**src/rtl/load_store_unit.sv**
```systemverilog
// Load/store unit: one request at a time, word-addressed 64-bit memory with
// asynchronous read and synchronous write. Sub-doubleword stores use a
// read-modify-write sequence; misaligned or illegal requests fault without
// touching memory.
//
// state  | meaning
// IDLE   | ready for a request
// ACCESS | reading the addressed word (load result or store merge base)
// WRITE  | committing the store word
// RESP   | one-cycle completion pulse
module load_store_unit #(
    parameter int ADDR_W = 64
) (
    input  logic              clk,
    input  logic              reset,
    input  logic              req_valid,
    output logic              req_ready,
    input  logic              req_is_store,
    input  logic [2:0]        req_funct3,
    input  logic [ADDR_W-1:0] req_addr,
    input  logic [63:0]       req_store_data,
    output logic              resp_valid,
    output logic [63:0]       resp_load_data,
    output logic              resp_fault,
    output logic [ADDR_W-1:0] mem_addr,
    output logic [63:0]       mem_write_data,
    output logic              mem_write,
    output logic              mem_read,
    input  logic [63:0]       mem_read_data
);

    typedef enum logic [1:0] {S_IDLE, S_ACCESS, S_WRITE, S_RESP} state_t;

    state_t             state_q, state_d;
    logic [ADDR_W-1:0]  addr_q;
    logic [2:0]         funct3_q;
    logic               is_store_q;
    logic [63:0]        sdata_q;
    logic [63:0]        rdata_q;
    logic               req_fault;
    logic               accept;

    // Shift the addressed bytes down to bit 0, then sign- or zero-extend.
    function automatic logic [63:0] load_extract(input logic [63:0] word,
                                                 input logic [2:0]  off,
                                                 input logic [2:0]  f3);
        logic [63:0] s;
        s = word >> {off, 3'b000};
        case (f3)
            3'b000:  return {{56{s[7]}},  s[7:0]};
            3'b001:  return {{48{s[15]}}, s[15:0]};
            3'b010:  return {{32{s[31]}}, s[31:0]};
            3'b011:  return s;
            3'b100:  return {56'd0, s[7:0]};
            3'b101:  return {48'd0, s[15:0]};
            3'b110:  return {32'd0, s[31:0]};
            default: return 64'd0;
        endcase
    endfunction

    // Replace bytes off..off+size-1 of the read word with the low store bytes.
    function automatic logic [63:0] store_merge(input logic [63:0] word,
                                                input logic [63:0] sdata,
                                                input logic [2:0]  off,
                                                input logic [1:0]  size);
        logic [63:0] m;
        case (size)
            2'b00:   m = 64'h0000_0000_0000_00FF;
            2'b01:   m = 64'h0000_0000_0000_FFFF;
            2'b10:   m = 64'h0000_0000_FFFF_FFFF;
            default: m = 64'hFFFF_FFFF_FFFF_FFFF;
        endcase
        return (word & ~(m << {off, 3'b000})) | ((sdata & m) << {off, 3'b000});
    endfunction

    // Fault decode on the incoming request: illegal size code or misalignment.
    always_comb begin
        req_fault = 1'b0;
        if (req_funct3 == 3'b111)
            req_fault = 1'b1;
        else if (req_is_store && req_funct3[2])
            req_fault = 1'b1;
        else begin
            case (req_funct3[1:0])
                2'b01:   req_fault = req_addr[0];
                2'b10:   req_fault = |req_addr[1:0];
                2'b11:   req_fault = |req_addr[2:0];
                default: req_fault = 1'b0;
            endcase
        end
    end

    assign accept = (state_q == S_IDLE) && req_valid;

    // State register, request capture and registered response fields.
    always_ff @(posedge clk) begin
        if (reset) begin
            state_q        <= S_IDLE;
            addr_q         <= '0;
            funct3_q       <= '0;
            is_store_q     <= 1'b0;
            sdata_q        <= '0;
            rdata_q        <= '0;
            resp_load_data <= '0;
            resp_fault     <= 1'b0;
        end else begin
            state_q <= state_d;
            if (accept) begin
                addr_q     <= req_addr;
                funct3_q   <= req_funct3;
                is_store_q <= req_is_store;
                sdata_q    <= req_store_data;
                if (req_fault) begin
                    resp_load_data <= '0;
                    resp_fault     <= 1'b1;
                end
            end
            if (state_q == S_ACCESS) begin
                rdata_q <= mem_read_data;
                if (!is_store_q) begin
                    resp_load_data <= load_extract(mem_read_data, addr_q[2:0], funct3_q);
                    resp_fault     <= 1'b0;
                end
            end
            if (state_q == S_WRITE) begin
                resp_load_data <= '0;
                resp_fault     <= 1'b0;
            end
        end
    end

    // Next-state logic and memory-side outputs; strobes are gated by reset so
    // a reset during WRITE never commits.
    always_comb begin
        state_d        = state_q;
        req_ready      = 1'b0;
        resp_valid     = 1'b0;
        mem_read       = 1'b0;
        mem_write      = 1'b0;
        mem_addr       = '0;
        mem_write_data = '0;
        case (state_q)
            S_IDLE: begin
                req_ready = !reset;
                if (req_valid) begin
                    if (req_fault)
                        state_d = S_RESP;
                    else if (req_is_store && req_funct3[1:0] == 2'b11)
                        state_d = S_WRITE;
                    else
                        state_d = S_ACCESS;
                end
            end
            S_ACCESS: begin
                mem_read = !reset;
                mem_addr = {addr_q[ADDR_W-1:3], 3'b000};
                state_d  = is_store_q ? S_WRITE : S_RESP;
            end
            S_WRITE: begin
                mem_write = !reset;
                mem_addr  = {addr_q[ADDR_W-1:3], 3'b000};
                if (funct3_q[1:0] == 2'b11)
                    mem_write_data = sdata_q;
                else
                    mem_write_data = store_merge(rdata_q, sdata_q, addr_q[2:0], funct3_q[1:0]);
                state_d = S_RESP;
            end
            S_RESP: begin
                resp_valid = 1'b1;
                state_d    = S_IDLE;
            end
            default: state_d = S_IDLE;
        endcase
    end

endmodule

```
**config.mk**
```make
export PLATFORM = sky130hd
export DESIGN_NAME = load_store_unit
export DESIGN_NICKNAME = d
export VERILOG_FILES = /design/src/rtl/load_store_unit.sv
export SDC_FILE = /design/constraint.sdc
export NUM_CORES = 1
export LEC_CHECK = 0
export BUFFER_PORTS_ARGS = -buffer_cell sky130_fd_sc_hd__buf_2
export CELL_PAD_IN_SITES_DETAIL_PLACEMENT = 1
export CELL_PAD_IN_SITES_GLOBAL_PLACEMENT = 1
export CORE_ASPECT_RATIO = 1.25
export CORE_MARGIN = 5
export CORE_UTILIZATION = 39
export DETAILED_ROUTE_END_ITERATION = 8
export HOLD_SLACK_MARGIN = 0.08
export PLACE_DENSITY = 0.86
export SLEW_MARGIN = 20
export SYNTH_ARGS = -nofsm -noshare
export SYNTH_HDL_FRONTEND = slang
export SYNTH_SLANG_ARGS = --single-unit
```
**constraint.sdc**
```tcl
create_clock -name clk -period 2.87 [get_ports clk]
set_input_delay 0.574 -clock clk [delete_from_list [all_inputs] [get_ports clk]]
set_output_delay 0.574 -clock clk [all_outputs]
set_load 0.02 [all_outputs]
```
==> results of run 1 <==
[layout by cell type, fill, tap and decap left out, types with 21 or more instances in the layout]
master     count
a21oi_1      151
mux2i_1       95
nor2b_1       45
mux4_2        25
nor3_1        21
a222oi_1      24
buf_2        361
nand2_1      360
a221o_1       22
o21ai_0       55
buf_6         28
and2_1        70
nor2_1       111
buf_4        112
clkbuf_16     30
mux2_2        23
dfxtp_1      258
[metrics by stage]
step                setup slack [ns]  hold slack [ns]  instances
floorplan                     0.4364           0.4317       1735
finish                       -0.3921           0.2436       2640
global route                 -0.4638           0.2424       2640
detailed placement           -0.1016           0.4451       2528
global placement             -0.1117           0.4369       2528
CTS                          -0.2097           0.2289       2610
[timing repair]
action,4_1_cts,5_1_grt
resized for setup,135,130
setup endpoints to repair,64,65
cloned,6,2
setup buffers,25,29
pin swaps,38,60
[area by class of cell]
| class | instances | area share |
|---|---|---|
| sequential | 263 | 0.2704 |
| clock inverter | 19 | 0.01108 |
| timing repair buffer | 530 | 0.1844 |
| antenna | 2 | 0.0002561 |
| clock buffer | 33 | 0.03944 |
| tap | 480 | 0.03073 |
| multi-input combinational | 1305 | 0.4618 |
| inverter | 8 | 0.001921 |
[cell families after synthesis]
family	share of synthesized area
AND/OR/NAND/NOR	0.2137
buffers and inverters	0.05414
adder cells (fa/ha/maj)	0.004401
AO/OA/AOI/OAI	0.2237
XOR/XNOR	0.0006163
multiplexers	0.1327
other	0.0002638
flip-flops	0.3704
[flip-flops by register name (all words and copies together) (netlist names)]
name / count
funct3_q: 3
sdata_q: 64
state_q: 2
resp_fault: 1
addr_q: 64
is_store_q: 1
resp_load_data: 64
rdata_q: 64
[worst max path at each step]
stage / from / end / slack, ns / cells past startpoint
floorplan: addr_q[2]$_SDFFE_PP0P_ / mem_write_data[16] / 0.44 / 7
CTS: funct3_q[1]$_SDFFE_PP0P_ / mem_write_data[47] / -0.21 / 7
global route: addr_q[0]$_SDFFE_PP0P_ / mem_write_data[41] / -0.46 / 7
global placement: funct3_q[1]$_SDFFE_PP0P_ / mem_write_data[58] / -0.11 / 8
detailed placement: funct3_q[1]$_SDFFE_PP0P_ / mem_write_data[50] / -0.10 / 7
finish: addr_q[0]$_SDFFE_PP0P_ / mem_write_data[41] / -0.39 / 7
[routing by layer]
layer | vias up | GRT usage | part of all wire
met2 | 978 | 0.5440 | 0.47
met3 | 320 | 0.06980 | 0.097
met1 | 7799 | 0.3650 | 0.35
met4 | 0 | 0.1913 | 0.082
met5 | - | 0 | 0
li1 | 7003 | - | -
[power breakdown]
group,internal [W],leakage [nW],switching [W],total (W)
clock network,0.00229,0.493,0.00165,0.00393
registers,0.00446,2.15,0.000834,0.00529
logic,0.00315,5.59,0.00491,0.00806
[cell usage after synthesis (all sizes together) (4+ instances only)]
library cell,count
a22o,13
a222oi,24
a221oi,39
ha,5
o22ai,6
a22oi,22
inv,7
and2,72
nor2b,49
o21ai,93
a211o,17
a32oi,8
mux2i,100
nor2,117
clkbuf,97
o211a,9
a21o,6
a221o,23
nor3,23
o211ai,20
dfxtp,263
buf,63
mux2,28
nand2,363
o22a,7
and3b,8
a2bb2oi,4
a21oi,166
nand2b,9
nand4,10
mux4,25
nand3,15
[worst max-delay path, stage by stage (launching register included)]
cell and delay, ns:
dfxtp_4 0.41, buf_6 0.15, o22ai_2 0.14, a221o_2 0.53, a221oi_1 0.39, o21ai_1 0.18
o211a_1 0.15, buf_2 0.16
==> results.txt, run 1 <==
----------------------------------------------------
[STA]
  Slew @ Worst Pin ... 1.056 ns
  Final clock skew ... 0.005850 ns
  Final setup margin ... -0.3921 ns
  Setup_tns ... -11.03 ns
  Setup repair after global routing missed its margin ... true
  Final critical delay including setup and external delays ... 3.262 ns
  Setup violators final ... 56
  Maximum clock rate ... 306.6 MHz
  Remaining max-slew budget at the tightest pin ... 0.2959
  Period utilisation layout ... 1.137
  Number of hold violations in the final report ... 0
  Pins over their slew limit ... 0

[Outcome]
  Failing checks ... negative setup slack
  Outcome ... finished, violations left

[Yosys]
  Prevailing post-synth register cell ... dfxtp_1
  Synth Register Bits ... 263
  Share of synthesized registers carrying an async set or reset ... 0
  Cell area after synthesis ... 14210 sq um
  Gate count after technology mapping ... 1733
  Fraction of synthesized cell area taken by the top area cell type ... 0.3704
  Mean Syn Cell Area ... 8.202 sq um
  Count of distinct cell types in the synthesized netlist ... 61
  Yosys warning total ... 0
  Share of the yosys chip area belonging to registers ... 0.3704
  Count of flip-flops with a built-in enable after synthesis ... 0
  Synth area leader ... dfxtp_1
  Synth top area cells ... dfxtp_1 (37%), nand2_1 (9.6%), mux2i_1 (7.0%)

[Clock network]
  Clock latency at the later pin of the worst-skew pair ... 0.57 ns
  Deepest level of the CTS H-tree ... 1
  CTS root buffer ... clkbuf_16
  Maximum count of clock buffers along a single path ... 3
  Register clock-pin slew on the reported worst setup and hold paths ... 0.06 ns
  Clock tree from TritonCTS ... built
  Count of clock tree sinks ... 263
  CTS Hold Buffers Added ... 0
  Clock buffer count from CTS ... 28

[Detailed routing]
  Routed via count divided by cell count ... 6.098
  Total number of vias ... 16100
  Post-detailed-routing wire length ... 70.60 mm
  Number of nets with antenna violations after routing ... 0
  Count of TritonRoute iterations in the first routing pass ... 6
  DRC violation count after routing ... 0
  Initial DRC count ... 1728
  Average wire per cell in the routed design ... 26.74 microns

[Die]
  Initial cell density of the core ... 0.3926
  Die area ... 40390 sq um
  Number of placement rows ... 78
  Chip Width ... 180.8 microns
  Placeable Area ... 36210 sq um
  Count of boundary I/O pins ... 396
  Y dimension of the die ... 223.4 microns

[Worst hold path]
  Hold path startpoint ... req_addr[8]
  Min-Delay Endpoint ... addr_q[8]$_SDFFE_PP0P_
  Hold Crit Class ... primary input to flop
  Cell depth of the worst min-delay path ... 3

[GRT]
  Antenna violations before repair ... 2
  Largest net degree at the start of global routing ... 171
  GR Util All Layers ... 0.3190
  Leftover overflow at the end of global routing ... 0
  First-pass GRT wire length ... 101.3 mm
  Via count of the first global-routing pass ... 16380

[Critical path]
  Arrival time at the worst endpoint ... 2.69 ns
  End of the worst register-to-register path ... resp_load_data[44]$_SDFF_PP0_
  Required time reported for the critical path endpoint ... 2.30 ns
  Kind of launch point of the worst setup path ... flop
  Crit end category ... output port
  Flop2flop setup slack ... 0.16 ns
  Maximum fanout along the worst path ... 8
  Reg-to-reg startpoint ... addr_q[0]$_SDFFE_PP0P_
  R2R cell count ... 9
  WS Path Type ... flop to output port

[Cells and area]
  Layout area overhead ... 37.48%
  Post-layout net count ... 2340
  Count of filler cells inserted in the layout ... 4223
  Post-Layout Inst Area ... 19540 sq um
  Utilization after layout ... 0.5397
  Storage element area ... 5284 sq um
  Fraction of final layout cells sized beyond drive strength 1 ... 0.3536
  Area of the multi-input gates ... 9024 sq um

[Pwr]
  Peak supply drop ... 0.6915 mV
  Power per standard cell area ... 884.6 nW/um^2
  Leak ... 8.238 nW
  Power Total ... 0.01729 W

[Placed design]
  Final weighted congestion of routability-driven global placement ... 0.9783
  Placed wire-length estimate after detailed placement ... 48.88 mm
  Count of buffers inserted at the top-level ports ... 392
  Placed Area ... 16820 sq um

[Job]
  # Max-Cap Violations ... 0

----------------------------------------------------
No activity file was read; power rests on OpenSTA's default activity.
==> run 2: changes to the inputs <==
- BUFFER_PORTS_ARGS: -buffer_cell sky130_fd_sc_hd__buf_2 -> unset
- CORE_UTILIZATION: 39 -> 45
- DONT_BUFFER_PORTS: unset -> 1
- PLACE_DENSITY: 0.86 -> 0.82
==> results.txt, run 2 (synthesized netlist as in run 1, its figures left out) <==
----------------------------------------------------
[Critical path]
  End of the worst register-to-register path ... resp_load_data[45]$_SDFF_PP0_ (was resp_load_data[44]$_SDFF_PP0_)
  WS Path Type ... flop to output port (unchanged)
  Crit end category ... output port (unchanged)
  Startpoint of the most critical setup path ... addr_q[0]$_SDFFE_PP0P_ (unchanged)
  R2R cell count ... 8 (was 9)
  Worst setup endpoint ... mem_write_data[30] (was mem_write_data[41])
  Required time reported for the critical path endpoint ... 2.30 ns (about the same)
  Kind of launch point of the worst setup path ... flop (unchanged)
  Reg-to-reg startpoint ... addr_q[0]$_SDFFE_PP0P_ (unchanged)
  Maximum fanout along the worst path ... 7 (was 8)
  Flop2flop setup slack ... 0.11 ns (was 0.16 ns)
  Arrival time at the worst endpoint ... 2.77 ns (was 2.69 ns)

[Pwr]
  Net switching share of the total power ... 0.4298 (was 0.4277)
  Leak ... 6.441 nW (was 8.238 nW)
  P_int ... 0.009147 W (was 0.009893 W)
  Fraction of power consumed by the clock network ... 0.220 (was 0.228)
  Net switching power figure ... 0.006896 W (was 0.007394 W)
  Sequential share of power ... 0.347 (was 0.306)
  Power per standard cell area ... 917.1 nW/um^2 (was 884.6 nW/um^2)
  Share of power burned in combinational logic ... 0.433 (was 0.466)
  Peak supply drop ... 0.6044 mV (was 0.6915 mV)

[Cells and area]
  Post-layout net count ... 1984 (was 2340)
  Leading cell type in the layout, fill and taps excluded ... nand2_1 (was buf_2)
  Layout area overhead ... 23.07% (was 37.48%)
  Fraction of final layout cells sized beyond drive strength 1 ... 0.2248 (was 0.3536)
  Inserted Diodes ... 0 (was 2)
  Top library cells by usage in the layout, fill and taps aside ... nand2_1 (359), dfxtp_1 (258), a21oi_1 (152) (was buf_2 (361), nand2_1 (360), dfxtp_1 (258))
  Utilization after layout ... 0.5628 (was 0.5397)

[GRT]
  Met3 track demand over resource ... 0.08544 (was 0.06980)
  Largest net degree at the start of global routing ... 178 (was 171)
  GR Layer Usage met1 ... 0.3897 (was 0.3650)
  Leftover overflow at the end of global routing ... 0 (unchanged)
  Antenna violations before repair ... 0 (was 2)
  Met2 track demand over resource in global routing ... 0.5601 (was 0.5440)
  Most used routing layer ... met2 (unchanged)
  First-pass GRT wire length ... 92.36 mm (was 101.3 mm)
  Via count of the first global-routing pass ... 14580 (was 16380)
  GR Util All Layers ... 0.3355 (was 0.3190)

[Clock network]
  Clock buffer count from CTS ... 27 (was 28)
  Deepest level of the CTS H-tree ... 1 (unchanged)
  Clock tree from TritonCTS ... built (unchanged)
  CTS root buffer ... clkbuf_16 (unchanged)
  Count of clock tree sinks ... 263 (unchanged)
  Maximum count of clock buffers along a single path ... 3 (unchanged)
  Register clock-pin slew on the reported worst setup and hold paths ... 0.06 ns (about the same)
  Clock latency at the later pin of the worst-skew pair ... 0.57 ns (about the same)

[STA]
  Remaining max-slew budget at the tightest pin ... 0.3426 (was 0.2959)
  Setup violators final ... 47 (was 56)
  Number of hold violations in the final report ... 0 (unchanged)
  Pins over their slew limit ... 0 (unchanged)
  Final setup margin ... -0.4782 ns (was -0.3921 ns)
  Slew @ Worst Pin ... 0.9860 ns (was 1.056 ns)
  Maximum clock rate ... 298.7 MHz (was 306.6 MHz)
  Setup repair after global routing missed its margin ... true (unchanged)
  Final clock skew ... 0.02307 ns (was 0.005850 ns)
  Period utilisation layout ... 1.167 (was 1.137)
  Final critical delay including setup and external delays ... 3.348 ns (was 3.262 ns)

[Die]
  Number of placement rows ... 72 (was 78)
  Placeable Area ... 31080 sq um (was 36210 sq um)
  Initial cell density of the core ... 0.4573 (was 0.3926)
  Y dimension of the die ... 208.7 microns (was 223.4 microns)
  Die area ... 35260 sq um (was 40390 sq um)
  Count of boundary I/O pins ... 396 (unchanged)
  Chip Width ... 169.0 microns (was 180.8 microns)

[Placed design]
  Placed wire-length estimate after detailed placement ... 44.31 mm (was 48.88 mm)
  Count of buffers inserted at the top-level ports ... 0 (was 392)
  Setup Slack @ Placement ... -0.02719 ns (was -0.1016 ns)
  Final weighted congestion of routability-driven global placement ... 1.001 (was 0.9783)

[Detailed routing]
  Average wire per cell in the routed design ... 29.32 microns (was 26.74 microns)
  Routed via count divided by cell count ... 6.507 (was 6.098)
  Post-detailed-routing wire length ... 64.63 mm (was 70.60 mm)
  DRC violation count after routing ... 0 (unchanged)
  Total number of vias ... 14340 (was 16100)
  Count of TritonRoute iterations in the first routing pass ... 9 (was 6)
  Initial DRC count ... 1400 (was 1728)
  Number of nets with antenna violations after routing ... 0 (unchanged)

[Outcome]
  Outcome ... finished, violations left (unchanged)
  Failing checks ... negative setup slack (unchanged)

[Job]
  # Max-Cap Violations ... 0 (unchanged)

[Worst hold path]
  Hold Crit Class ... primary input to flop (unchanged)

----------------------------------------------------
==> run 2: final cells by class <==
type	count	area, sq um
Fill cell	3605	13590
Multi-Input combinational cell	1304	9019
Sequential cell	263	5281
Timing Repair Buffer	176	1793
Clock buffer	41	798.3
Tap cell	407	509.2
Clock inverter	5	56.30
Inverter	8	36.28
==> run 2: timing repair <==
item	in CTS	in global routing
setup endpoints to repair	68	100
cloned	6	1
hold buffers	2	0
endpoints found under the hold margin	32	0
pin swaps	41	71
gates resized for setup	163	94
setup buffers	22	31
==> run 2: power by group through the flow <==
stage	combinational, W	clock [W]	sequential, W
after floorplan	0.00446	0	0.00513
after global placement	0.00588	0	0.00548
after detailed placement	0.00602	0	0.00551
after CTS	0.00656	0.00356	0.00548
after global routing	0.00742	0.00370	0.00560
final	0.00695	0.00353	0.00556
==> run 2: routing by layer <==
metal,wire [microns],vias to the layer above
met5,0,-
met3,6318,225
met1,23060,6989
met4,4316,0
li1,-,6267
met2,30940,861
==> run 2: worst min path at each step <==
stage / from / end / slack, ns / cells past startpoint
2_1_floorplan: addr_q[10]$_SDFFE_PP0P_ / addr_q[10]$_SDFFE_PP0P_ / 0.43 / 2
3_3_place_gp: addr_q[8]$_SDFFE_PP0P_ / addr_q[8]$_SDFFE_PP0P_ / 0.43 / 2
3_5_place_dp: sdata_q[49]$_SDFFE_PP0P_ / sdata_q[49]$_SDFFE_PP0P_ / 0.44 / 2
4_1_cts: reset / sdata_q[52]$_SDFFE_PP0P_ / 0.08 / 1
5_1_grt: reset / sdata_q[50]$_SDFFE_PP0P_ / 0.09 / 1
6_report: reset / funct3_q[0]$_SDFFE_PP0P_ / 0.11 / 1
==> run 2: through the flow <==
step / hold WS [ns] / std cells / total power (W) / setup TNS [ns] / cell area [sq um]
after floorplan: 0.4317 / 1735 / 0.009585 / 0 / 14220
after global placement: 0.4332 / 2099 / 0.01135 / -0.03855 / 15020
after detailed placement: 0.4385 / 2099 / 0.01153 / -0.05052 / 15020
after CTS: 0.08137 / 2175 / 0.01560 / -5.550 / 16900
after global routing: 0.08620 / 2204 / 0.01673 / -10.42 / 17490
final: 0.1110 / 2204 / 0.01604 / -7.774 / 17490
==> run 2: worst max-delay path, cell delays in order, from the launching register on <==
cell      delay, ns
dfxtp_4        0.44
buf_12         0.14
mux2i_4        0.26
nor3_2         0.06
a21o_1         0.17
a222oi_1       0.75
nor2b_1        0.16
buf_4          0.21
==> run 3: changes to the inputs <==
- ABC_AREA: unset -> 1
- CORE_UTILIZATION: 45 -> 44
- PLACE_DENSITY: 0.82 -> 0.84
==> results.txt, run 3 <==
----------------------------------------------------
[STA]
  Final critical delay including setup and external delays ... 2.985 ns (was 3.348 ns)
  Final setup margin ... -0.1150 ns (was -0.4782 ns)
  Period utilisation layout ... 1.040 (was 1.167)
  Setup repair after global routing missed its margin ... true (unchanged)
  Maximum clock rate ... 335.0 MHz (was 298.7 MHz)
  Slew @ Worst Pin ... 1.030 ns (was 0.9860 ns)
  Setup violators final ... 37 (was 47)
  Pins over their slew limit ... 0 (unchanged)
  Final clock skew ... 0.01036 ns (was 0.02307 ns)
  Remaining max-slew budget at the tightest pin ... 0.3132 (was 0.3426)
  Number of hold violations in the final report ... 0 (unchanged)

[Detailed routing]
  Average wire per cell in the routed design ... 25.43 microns (was 29.32 microns)
  Count of TritonRoute iterations in the first routing pass ... 6 (was 9)
  Post-detailed-routing wire length ... 69.72 mm (was 64.63 mm)
  Routed via count divided by cell count ... 6.006 (was 6.507)
  Total number of vias ... 16460 (was 14340)
  Number of nets with antenna violations after routing ... 0 (unchanged)
  Initial DRC count ... 1262 (was 1400)
  DRC violation count after routing ... 0 (unchanged)

[Die]
  Die area ... 36930 sq um (was 35260 sq um)
  Number of placement rows ... 74 (was 72)
  Chip Width ... 172.9 microns (was 169.0 microns)
  Y dimension of the die ... 213.6 microns (was 208.7 microns)
  Initial cell density of the core ... 0.4465 (was 0.4573)
  Count of boundary I/O pins ... 396 (unchanged)
  Placeable Area ... 32680 sq um (was 31080 sq um)

[Critical path]
  Reg-to-reg startpoint ... addr_q[0]$_SDFFE_PP0P_ (unchanged)
  Startpoint of the most critical setup path ... funct3_q[1]$_SDFFE_PP0P_ (was addr_q[0]$_SDFFE_PP0P_)
  End of the worst register-to-register path ... resp_load_data[1]$_SDFF_PP0_ (was resp_load_data[45]$_SDFF_PP0_)
  Arrival time at the worst endpoint ... 2.41 ns (was 2.77 ns)
  R2R cell count ... 9 (was 8)
  Maximum fanout along the worst path ... 8 (was 7)
  Flop2flop setup slack ... 0.15 ns (was 0.11 ns)
  Required time reported for the critical path endpoint ... 2.30 ns (about the same)
  WS Path Type ... flop to output port (unchanged)
  Kind of launch point of the worst setup path ... flop (unchanged)
  Worst setup endpoint ... mem_write_data[38] (was mem_write_data[30])
  Crit end category ... output port (unchanged)

[Cells and area]
  Leading cell type in the layout, fill and taps excluded ... nand2_1 (unchanged)
  Top library cells by usage in the layout, fill and taps aside ... nand2_1 (466), nor2_1 (286), o21ai_0 (275) (was nand2_1 (359), dfxtp_1 (258), a21oi_1 (152))
  Non-filler instance count after layout ... 2741 (was 2204)
  Fraction of final layout cells sized beyond drive strength 1 ... 0.1633 (was 0.2248)
  Area of the multi-input gates ... 8528 sq um (was 9019 sq um)
  Storage element area ... 5280 sq um (was 5281 sq um)
  Count of filler cells inserted in the layout ... 4247 (was 3605)
  Post-layout net count ... 2507 (was 1984)
  Layout area overhead ... 20.05% (was 23.07%)

[Yosys]
  Synth top area cells ... dfxtp_1 (36%), nand2_1 (13%), o21ai_0 (11%) (was dfxtp_1 (37%), nand2_1 (9.6%), mux2i_1 (7.0%))
  Cell area after synthesis ... 14590 sq um (was 14210 sq um)
  Commonest cells in the synthesized netlist ... nand2_1 (502), o21ai_0 (311), nor2_1 (301), dfxtp_1 (263), a21oi_1 (188) (was nand2_1 (363), dfxtp_1 (263), a21oi_1 (162), nor2_1 (117), mux2i_1 (99))
  Share of synthesized registers carrying an async set or reset ... 0 (unchanged)
  Synth Register Bits ... 263 (unchanged)
  Yosys warning total ... 0 (unchanged)
  Leading cell type by number of instances after synthesis ... nand2_1 (unchanged)
  Prevailing post-synth register cell ... dfxtp_1 (unchanged)
  Share of the yosys chip area belonging to registers ... 0.3608 (was 0.3704)
  Count of distinct cell types in the synthesized netlist ... 39 (was 61)
  Mean Syn Cell Area ... 6.320 sq um (was 8.202 sq um)
  Synth area leader ... dfxtp_1 (unchanged)
  Count of flip-flops with a built-in enable after synthesis ... 0 (unchanged)
  Fraction of synthesized cell area taken by the top area cell type ... 0.3608 (was 0.3704)
  Gate count after technology mapping ... 2309 (was 1733)

[Placed design]
  # placed instances ... 2668 (was 2099)
  Final weighted congestion of routability-driven global placement ... 0.9513 (was 1.001)
  Placed wire-length estimate after detailed placement ... 50.22 mm (was 44.31 mm)
  Count of buffers inserted at the top-level ports ... 0 (unchanged)

[Pwr]
  Power per standard cell area ... 1166 nW/um^2 (was 917.1 nW/um^2)
  Leak ... 7.397 nW (was 6.441 nW)
  Power Total ... 0.02042 W (was 0.01604 W)
  Peak supply drop ... 0.8142 mV (was 0.6044 mV)

[Outcome]
  Outcome ... finished, violations left (unchanged)
  Failing checks ... negative setup slack (unchanged)

[Worst hold path]
  Hold Crit Class ... primary input to flop (unchanged)

[GRT]
  GR Util All Layers ... 0.3459 (was 0.3355)
  Antenna violations before repair ... 2 (was 0)
  Largest net degree at the start of global routing ... 163 (was 178)
  First-pass GRT wire length ... 100.3 mm (was 92.36 mm)
  Via count of the first global-routing pass ... 16470 (was 14580)
  Leftover overflow at the end of global routing ... 0 (unchanged)

[Clock network]
  Clock latency at the later pin of the worst-skew pair ... 0.59 ns (was 0.57 ns)
  Deepest level of the CTS H-tree ... 1 (unchanged)
  Maximum count of clock buffers along a single path ... 3 (unchanged)
  CTS root buffer ... clkbuf_16 (unchanged)
  CTS Hold Buffers Added ... 0 (was 2)
  Register clock-pin slew on the reported worst setup and hold paths ... 0.06 ns (about the same)
  Count of clock tree sinks ... 263 (unchanged)
  Clock tree from TritonCTS ... built (unchanged)
  Clock buffer count from CTS ... 28 (was 27)

[Job]
  # Max-Cap Violations ... 0 (unchanged)

----------------------------------------------------
## run 3: changes by cell type in the layout (fill, tap and decap cells not counted), sizes merged, moves of 71 or more
cell   previous run  this run
and2             72         1
inv               8       163
mux2i           100         0
nand2           363       507
nand3            15       189
nor2            117       306
o21ai            93       341
## run 3: power breakdown
group          switching [W]  leakage [nW]  internal (W)
Combinational        0.00749          4.79       0.00330
Sequential           0.00114          2.16       0.00479
Clock                0.00160         0.447       0.00211
## run 3: routing by layer
layer  up-vias  GRT usage  wire, microns
met1      7929     0.3911          25650
met5         -          0             13
met4         2     0.2161           5232
li1       7621          -              -
met3       216    0.05960           4652
met2       694     0.6098          34170
## run 3: cell families (layout without fill, tap and decap cells)
| kind of cell | after synthesis | after routing | share of synthesized area |
|---|---|---|---|
| flip-flops | 263 | 263 | 0.3608 |
| adder cells (fa/ha/maj) | 5 | 5 | 0.004287 |
| other | 1 | 5 | 0.0002570 |
| AND/OR/NAND/NOR | 1046 | 1046 | 0.2962 |
| buffers and inverters | 360 | 370 | 0.1049 |
| AO/OA/AOI/OAI | 634 | 634 | 0.2335 |
## run 3: per-stage QoR
step	hold WS [ns]	TNS [ns]	worst slack, ns	area, sq um	utilization
floorplan	0.4300	0	0.5512	14600	-
global placement	0.4424	-0.06550	-0.06550	15370	0.4704
detailed placement	0.4574	-0.05100	-0.05100	15370	0.4704
CTS	0.1181	-2.672	-0.1530	16870	0.5160
global route	0.1292	-5.078	-0.1727	17520	0.5360
finish	0.1329	-2.042	-0.1150	17520	0.5361
## run 3: final cells by class
class                   instances  share of cell area
multi-input cells            1688              0.4868
clock inverters                10            0.007641
clock buffers                  38             0.04499
repair inverters                2           0.0007855
inverters                     162             0.03642
diodes                          2           0.0002857
repair buffers                158             0.09191
well taps                     418             0.02985
flip-flops and latches        263              0.3014
## run 3: repair_timing
| action | CTS | global route |
|---|---|---|
| pin swaps | 19 | 42 |
| buffers inserted | 14 | 6 |
| gates cloned | 3 | 2 |
| resized for setup | 116 | 151 |
| endpoints found under the setup margin | 64 | 63 |
## run 3: critical path: stages, from the launching register on
cell     delay, ns
dfxtp_4       0.36
buf_12        0.14
buf_6         0.11
a21oi_4       0.14
nor2_2        0.05
o21ai_1       0.07
buf_4         0.20
nand3_2       0.08
o21ai_1       0.09
nand2_1       0.11
a31oi_1       0.17
buf_4         0.17
buf_6         0.12
## run 3: worst min-delay path by stage
| stage | startpoint | to | slack (ns) | cells past startpoint |
|---|---|---|---|---|
| global placement | sdata_q[40]$_SDFFE_PP0P_ | sdata_q[40]$_SDFFE_PP0P_ | 0.44 | 2 |
| finish | mem_read_data[30] | rdata_q[30]$_SDFFE_PP0N_ | 0.13 | 2 |
| global route | mem_read_data[30] | rdata_q[30]$_SDFFE_PP0N_ | 0.13 | 2 |
| floorplan | sdata_q[40]$_SDFFE_PP0P_ | sdata_q[40]$_SDFFE_PP0P_ | 0.43 | 2 |
| detailed placement | sdata_q[44]$_SDFFE_PP0P_ | sdata_q[44]$_SDFFE_PP0P_ | 0.46 | 2 |
| CTS | mem_read_data[27] | rdata_q[27]$_SDFFE_PP0N_ | 0.12 | 2 |
